<file path="config.mk">
export PLATFORM = sky130hd
export DESIGN_NAME = fpu_mul_flat
export DESIGN_NICKNAME = d
export VERILOG_FILES = /design/src/rtl/fpu_mul_pkg.sv /design/src/rtl/fpu_mul_if.sv /design/src/rtl/fpu_multiplier.sv /design/src/rtl/fpu_mul.sv /design/src/flat_wrapper.sv
export SDC_FILE = /design/constraint.sdc
export NUM_CORES = 1
export LEC_CHECK = 0
export CORE_MARGIN = 1.5
export CORE_UTILIZATION = 37
export DETAILED_ROUTE_END_ITERATION = 10
export SYNTH_ARGS = -nofsm -noshare
export SYNTH_HDL_FRONTEND = slang
export SYNTH_SLANG_ARGS = --single-unit
</file>
<file path="constraint.sdc">
create_clock -name clock -period 15.8 [get_ports clock]
set_input_delay 3.16 -clock clock [delete_from_list [all_inputs] [get_ports clock]]
set_output_delay 3.16 -clock clock [all_outputs]
set_load 0.005 [all_outputs]
</file>
<file path="src/rtl/fpu_mul_pkg.sv">
// Shared fp16 types, FSM states and helpers for the multiply coprocessor.
// Holds the same flag/condition-code layout as the divide unit.
package fpu_mul_pkg;

   localparam int unsigned FRACW = 10;
   localparam int unsigned EXPW  = 5;
   localparam int          BIAS  = 15;
   localparam int unsigned SIGW  = FRACW + 1;
   localparam int unsigned PRODW = 2 * SIGW;

   typedef struct packed {
      logic             sign;
      logic [EXPW-1:0]  exp;
      logic [FRACW-1:0] frac;
   } fp16_t;

   typedef struct packed {
      logic z;
      logic c;
      logic n;
      logic v;
   } condCode_t;

   typedef struct packed {
      logic overflow;
      logic underflow;
      logic inexact;
      logic invalid;
   } opStatusFlag_t;

   typedef enum logic [1:0] {
      FPMUL_WAIT,
      FPMUL_SIGMUL,
      FPMUL_NORM,
      FPMUL_DONE
   } fpuMulState_t;

   localparam fp16_t QNAN = 16'h7E00;

   // Leading-zero count from the product MSB; returns PRODW for an all-zero word.
   function automatic logic [4:0] lzc(input logic [PRODW-1:0] x);
      logic [4:0] n;
      n = 5'(PRODW);
      for (int i = 0; i < int'(PRODW); i++) begin
         if (x[i]) n = 5'(int'(PRODW) - 1 - i);
      end
      return n;
   endfunction

   function automatic logic [EXPW-1:0] effExp(input fp16_t x);
      return (x.exp == '0) ? EXPW'(1) : x.exp;
   endfunction

   function automatic logic [SIGW-1:0] sigOf(input fp16_t x);
      return {x.exp != '0, x.frac};
   endfunction

endpackage

</file>
<file path="src/rtl/fpu_mul_if.sv">
// Coprocessor bus for fpu_mul: start/done handshake, operands, result and status.
interface fpu_mul_if;
   import fpu_mul_pkg::*;

   logic          start;
   fp16_t         fpuIn1;
   fp16_t         fpuIn2;
   fp16_t         fpuOut;
   logic          done;
   condCode_t     condCodes;
   opStatusFlag_t opStatusFlags;

   modport master (
      output start, fpuIn1, fpuIn2,
      input  fpuOut, done, condCodes, opStatusFlags
   );

   modport slave (
      input  start, fpuIn1, fpuIn2,
      output fpuOut, done, condCodes, opStatusFlags
   );

endinterface

</file>
<file path="src/rtl/fpu_multiplier.sv">
// Iterative shift-add unsigned multiplier, one multiplier bit per step.
// Companion of the divider unit: start loads operands, step advances one iteration.
module fpu_multiplier #(
   parameter int unsigned WIDTH = 11
) (
   input  logic               clock,
   input  logic               reset,
   input  logic               start,
   input  logic               step,
   input  logic [WIDTH-1:0]   mcandIn,
   input  logic [WIDTH-1:0]   mplierIn,
   output logic [2*WIDTH-1:0] product,
   output logic               done
);
   localparam int unsigned CNTW = $clog2(WIDTH + 1);

   logic [2*WIDTH-1:0] mcand;
   logic [2*WIDTH-1:0] acc;
   logic [WIDTH-1:0]   mplier;
   logic [CNTW-1:0]    cnt;

   always_ff @(posedge clock or posedge reset) begin
      if (reset) begin
         mcand  <= '0;
         mplier <= '0;
         acc    <= '0;
         cnt    <= '0;
      end else if (start) begin
         mcand  <= {{WIDTH{1'b0}}, mcandIn};
         mplier <= mplierIn;
         acc    <= '0;
         cnt    <= '0;
      end else if (step) begin
         if (mplier[0]) acc <= acc + mcand;
         mcand  <= mcand << 1;
         mplier <= mplier >> 1;
         cnt    <= cnt + 1'b1;
      end
   end

   assign product = acc;
   // High during the final iteration so the caller advances on that same edge.
   assign done    = step && (cnt == CNTW'(WIDTH - 1));

endmodule

</file>
<file path="src/rtl/fpu_mul.sv">
// fp16 multiply coprocessor: shift-add significand product, then normalize,
// round to nearest-even and register the result with condition codes and flags.
module fpu_mul
   import fpu_mul_pkg::*;
(
   input logic      clock,
   input logic      reset,
   fpu_mul_if.slave bus
);
   localparam int EW = EXPW + 2;

   fpuMulState_t  state, nextState;
   fp16_t         opA, opB, fpuOutReg, result;
   condCode_t     condReg, condNext;
   opStatusFlag_t flagReg, flagNext;
   logic          mulStart, mulStep, mulDone, loadResult;
   logic [SIGW-1:0]      sigIn1, sigIn2, mant;
   logic [SIGW:0]        sum;
   logic [PRODW-1:0]     prod, mNorm, mFinal;
   logic [2*PRODW-1:0]   dnWide;
   logic [4:0]           lz;
   logic signed [EW-1:0] expSum, expNorm, expEff, expRes, lzShift, room, lzExtra, dnAmt;
   logic guard, sticky, roundUp, resSign, aInf, bInf, aZero, bZero;

   assign sigIn1 = sigOf(bus.fpuIn1);
   assign sigIn2 = sigOf(bus.fpuIn2);

   fpu_multiplier #(.WIDTH(SIGW)) u_mult (
      .clock    (clock),
      .reset    (reset),
      .start    (mulStart),
      .step     (mulStep),
      .mcandIn  (sigIn1),
      .mplierIn (sigIn2),
      .product  (prod),
      .done     (mulDone)
   );

   always_ff @(posedge clock or posedge reset) begin
      if (reset) state <= FPMUL_WAIT;
      else       state <= nextState;
   end

   always_comb begin
      nextState  = state;
      mulStart   = 1'b0;
      mulStep    = 1'b0;
      loadResult = 1'b0;
      unique case (state)
         FPMUL_WAIT: begin
            if (bus.start) begin
               mulStart  = 1'b1;
               nextState = FPMUL_SIGMUL;
            end
         end
         FPMUL_SIGMUL: begin
            mulStep = 1'b1;
            if (mulDone) nextState = FPMUL_NORM;
         end
         FPMUL_NORM: begin
            loadResult = 1'b1;
            nextState  = FPMUL_DONE;
         end
         FPMUL_DONE: begin
            if (!bus.start) nextState = FPMUL_WAIT;
         end
         default: nextState = FPMUL_WAIT;
      endcase
   end

   always_ff @(posedge clock or posedge reset) begin
      if (reset) begin
         opA       <= '0;
         opB       <= '0;
         fpuOutReg <= '0;
         condReg   <= '0;
         flagReg   <= '0;
      end else begin
         if (mulStart) begin
            opA <= bus.fpuIn1;
            opB <= bus.fpuIn2;
         end
         if (loadResult) begin
            fpuOutReg <= result;
            condReg   <= condNext;
            flagReg   <= flagNext;
         end
      end
   end

   always_comb begin
      resSign = opA.sign ^ opB.sign;
      aInf    = (opA.exp == '1);
      bInf    = (opB.exp == '1);
      aZero   = (opA.exp == '0) && (opA.frac == '0);
      bZero   = (opB.exp == '0) && (opB.frac == '0);
      expSum  = $signed({2'b00, effExp(opA)}) + $signed({2'b00, effExp(opB)}) - EW'(BIAS);

      // Denormal operands: pull the leading one up, but never below exponent 1.
      lz      = lzc(prod);
      room    = expSum - EW'(1);
      lzExtra = $signed({2'b00, lz}) - EW'(1);
      lzShift = '0;
      if (!prod[PRODW-1] && !prod[PRODW-2] && (room > EW'(0))) begin
         lzShift = (lzExtra < room) ? lzExtra : room;
      end
      if (prod[PRODW-1]) begin
         mNorm   = prod;
         expNorm = expSum + EW'(1);
      end else begin
         mNorm   = prod << (lzShift + EW'(1));
         expNorm = expSum - lzShift;
      end

      if (expNorm < EW'(1)) begin
         dnAmt  = EW'(1) - expNorm;
         expEff = EW'(1);
      end else begin
         dnAmt  = '0;
         expEff = expNorm;
      end
      dnWide  = {mNorm, {PRODW{1'b0}}} >> dnAmt;
      mFinal  = dnWide[2*PRODW-1 -: PRODW];

      mant    = mFinal[PRODW-1 -: SIGW];
      guard   = mFinal[PRODW-SIGW-1];
      sticky  = (|mFinal[PRODW-SIGW-2:0]) | (|dnWide[PRODW-1:0]);
      roundUp = guard & (sticky | mant[0]);
      sum     = {1'b0, mant} + {{SIGW{1'b0}}, roundUp};

      // A missing hidden bit after rounding means a denormal encoding.
      if (sum[SIGW])       expRes = expEff + EW'(1);
      else if (sum[FRACW]) expRes = expEff;
      else                 expRes = '0;

      result           = {resSign, EXPW'(expRes), sum[FRACW-1:0]};
      flagNext         = '0;
      flagNext.inexact = guard | sticky;
      if (expRes >= EW'((1 << EXPW) - 1)) begin
         result            = {resSign, {EXPW{1'b1}}, {FRACW{1'b0}}};
         flagNext.overflow = 1'b1;
         flagNext.inexact  = 1'b1;
      end else begin
         flagNext.underflow = (expRes == '0) && (guard | sticky);
      end

      if (aInf || bInf) begin
         flagNext = '0;
         if (aZero || bZero) begin
            result           = QNAN;
            flagNext.invalid = 1'b1;
         end else begin
            result = {resSign, {EXPW{1'b1}}, {FRACW{1'b0}}};
         end
      end else if (aZero || bZero) begin
         result   = {resSign, {EXPW{1'b0}}, {FRACW{1'b0}}};
         flagNext = '0;
      end

      condNext   = '0;
      condNext.z = (result.exp == '0) && (result.frac == '0);
      condNext.n = result.sign;
   end

   assign bus.fpuOut        = fpuOutReg;
   assign bus.done          = (state == FPMUL_DONE);
   assign bus.condCodes     = condReg;
   assign bus.opStatusFlags = flagReg;

endmodule

</file>
<file path="src/flat_wrapper.sv">
// flat-port wrapper written by rule: the top's interface ports become plain ports
module fpu_mul_flat import fpu_mul_pkg::*;
  (clock, reset, bus_start, bus_fpuIn1, bus_fpuIn2, bus_fpuOut, bus_done, bus_condCodes, bus_opStatusFlags);
  fpu_mul_if bus_i ();
  input logic clock;
  input logic reset;
  input wire logic [$bits(bus_i.start)-1:0] bus_start;
  input wire logic [$bits(bus_i.fpuIn1)-1:0] bus_fpuIn1;
  input wire logic [$bits(bus_i.fpuIn2)-1:0] bus_fpuIn2;
  output wire logic [$bits(bus_i.fpuOut)-1:0] bus_fpuOut;
  output wire logic [$bits(bus_i.done)-1:0] bus_done;
  output wire logic [$bits(bus_i.condCodes)-1:0] bus_condCodes;
  output wire logic [$bits(bus_i.opStatusFlags)-1:0] bus_opStatusFlags;
  assign bus_i.start = bus_start;
  assign bus_i.fpuIn1 = bus_fpuIn1;
  assign bus_i.fpuIn2 = bus_fpuIn2;
  assign bus_fpuOut = bus_i.fpuOut;
  assign bus_done = bus_i.done;
  assign bus_condCodes = bus_i.condCodes;
  assign bus_opStatusFlags = bus_i.opStatusFlags;
  fpu_mul u_core (.clock(clock), .reset(reset), .bus(bus_i));
endmodule
</file>
==> flow_metrics.py <==
metrics = {
    "worst_setup_path": {
        "reg2reg_slack_ns": 2.27,
        "reg2reg_depth": 47,
        "r2r_end": "u_core.bus.fpuOut[5]",
        "path_delay_family": "compound AO/OA/AOI/OAI gates",
        "required_ns": 16.07,
        "crit_path_end_kind": "flip-flop",
        "cp-start-kind": "flip-flop",
        "path_common_cell": "ha_1",
        "path_class": "reg2reg",
        "path_max_fanout": 24,
        "r2r-start": "u_core.opA[11]",
        "max_stage_delay_ns": 0.74,
        "critPathBufInv": 5,
        "worstPathArrival_ns": 13.79,
        "cp_slowest_cell": "a2111oi_0",
    },
    "timing": {
        "worstMarginPinSlew_ns": 1.22,
        "final_hold_viol_count": 0,
        "period_minus_slack_ns": 13.53,
        "setup_tns_ns": 0,
        "setup_viol": 0,
        "finalMaxSlewViolations": 0,
        "rsz0062_at_grt": "false",
        "post-route-period-util_pct": 85.6,
        "max_slew_margin_pct": 17.9,
        "finalClockSkew_ns": 0.00884,
        "max_freq_ghz": 0.0739,
    },
    "clock_tree": {
        "cts.repair.resized": 0,
        "cts_tree": "yes",
        "clk_pin_slew_ns": 0.06,
        "htreeDepth": 4,
        "clock_sinks": 114,
        "cts_buffers": 17,
        "clk_latency_ns": 0.42,
        "clk_path_buf_depth": 2,
        "cts_setup_buffers": 0,
        "root_buffer": "clkbuf_16",
        "cts_hold_buf": 0,
    },
    "logic_synthesis": {
        "synth_warnings": 0,
        "synth_cell_types": 107,
        "syn_inst": 1458,
        "synth_area_sq_um": 11400,
        "synth_top_cell_by_area": "dfrtp_1",
        "synthTopCellsByArea": "dfrtp_1 25%, nand2_1 7.4%, ha_1 5.9%",
        "ys_ff_latch": 114,
        "synth_top_area_share_pct": 25.1,
        "seq_area_frac_synth_pct": 25.1,
        "ys_async_sr_fraction_pct": 100,
        "synth_edf_count": 0,
        "synthTopCellsByCount": "225 x nand2_1, 121 x nor2_1, 114 x dfrtp_1",
        "syn_avg_cell_area_sq_um": 7.80,
        "synth_most_common_cell": "nand2_1",
        "synth-main-ff-cell": "dfrtp_1",
    },
    "detailed_routing": {
        "drt_iter0_drc": 964,
        "dr.pass1.iters": 5,
        "drc": 0,
        "antenna_left": 0,
        "vias": 11223,
        "wl_per_cell_um": 19.3,
        "wl_um": 35800,
        "via_per_inst": 6.03,
    },
    "global_route": {
        "grt_max_degree": 78,
        "antenna_found_initial": 0,
        "grt_usage_pct": 22.9,
        "first_global_vias": 10664,
        "gr-total-overflow": 0,
        "grt_pass1_wl_um": 57400,
    },
    "final_layout": {
        "diodes": 0,
        "ff_latch_area_sq_um": 2850,
        "fillers": 3074,
        "design_area_sq_um": 12700,
        "post-route-util_pct": 41.8,
        "syn_to_final_growth_pct": 11.9,
        "multi_input_area_sq_um": 7890,
        "drive_above_1_share_pct": 7.10,
        "nets": 1544,
    },
    "floorplan": {
        "core_sq_um": 30400,
        "dieArea_sq_um": 31800,
        "ioPinCount": 60,
        "initial_core_util_pct": 37.4,
        "die_h_um": 178,
        "die_width_um": 178,
        "rows": 64,
    },
    "run_status": {
        "status": "finished clean",
    },
    "placement": {
        "routabilityCongestion": 0.936,
        "placed_cell_area_sq_um": 12100,
        "hpwl_um": 27200,
        "io_buffer_count": 57,
    },
    "worst_hold_path": {
        "worstHoldEndpoint": "u_core.opA[2]",
        "min_from": "u_core.opA[2]",
        "hold_class": "reg2reg",
        "whs_path_depth": 2,
    },
    "flow_run": {
        "drv_cap": 0,
    },
}
## logic make-up after synthesis
logic type                 after synthesis  synth area share [%]
AOI/OAI and AO/OA                      420                  26.2
adders and majority gates               57                  6.47
and+or+nand+nor                        588                  25.0
buffers and inverters                  159                  5.65
xor gates and xnor gates                48                  4.20
DFF                                    114                  25.1
muxes                                   71                  7.37
other                                    1                0.0330
## metal layers
layer,vias to the layer above,part of all wire (%),track usage (%)
met5,-,0,0
met4,0,3.0,8.44
met3,67,6.3,4.33
met2,412,46,36.8
met1,5358,45,30.5
li1,5386,-,-
## registers in the layout, summed over array words and instances (netlist names)
| name | cells |
|---|---|
| u_core.u_mult.product | 22 |
| u_core.state | 2 |
| u_core.bus.fpuOut | 16 |
| u_core.u_mult.cnt | 4 |
| u_core.u_mult.mcand | 22 |
| u_core.bus.opStatusFlags | 4 |
| u_core.opB | 16 |
| u_core.opA | 16 |
| u_core.u_mult.mplier | 11 |
| u_core.bus.condCodes | 1 |
## final cells by class
| cell class | count | share of cell area [%] |
|---|---|---|
| multi-input combinational | 1186 | 62.0 |
| inverter | 67 | 2.00 |
| clock buffer | 21 | 3.70 |
| timing repair buffer | 66 | 5.02 |
| tap | 396 | 3.89 |
| clock inverter | 11 | 0.993 |
| sequential | 114 | 22.4 |
## worst max-delay path by stage
stage	start	endpoint	slack [ns]	depth (start not counted)
floorplan	u_core.opA[10]	u_core.bus.fpuOut[3]	4.01	53
global placement	u_core.opA[11]	u_core.bus.fpuOut[7]	2.96	47
detailed placement	u_core.opA[11]	u_core.bus.fpuOut[8]	2.51	47
CTS	u_core.opA[11]	u_core.bus.fpuOut[5]	2.48	47
global route	u_core.opA[11]	u_core.bus.fpuOut[7]	1.29	47
finish	u_core.opA[11]	u_core.bus.fpuOut[5]	2.27	47
## cell usage in the layout, fill, tap and decap left out, types with 24 or more instances in the layout
| cell type | instances |
|---|---|
| nand2_1 | 225 |
| mux2i_1 | 59 |
| clkdlybuf4s50_1 | 57 |
| a21oi_1 | 73 |
| xnor2_1 | 26 |
| o21ai_0 | 92 |
| inv_1 | 63 |
| o211ai_1 | 24 |
| nand3_1 | 40 |
| nor2_1 | 121 |
| nor3_1 | 49 |
| dfrtp_1 | 114 |
| ha_1 | 53 |
## stage by stage
step | hold WS, ns | instances | worst slack (ns)
3_3_place_gp | 0.456 | 1829 | 2.96
5_1_grt | 0.492 | 1861 | 1.29
4_1_cts | 0.479 | 1861 | 2.48
2_1_floorplan | 0.437 | 1459 | 4.01
3_5_place_dp | 0.458 | 1829 | 2.51
6_report | 0.475 | 1861 | 2.27
## worst min-delay path: stages (launching register included)
cell and delay (ns):
dfrtp_1 0.34, nand2_1 0.05, nand2_1 0.06
Power is not shown: default switching activity piles up to over one toggle a cycle in this logic, so the estimate is an artifact.
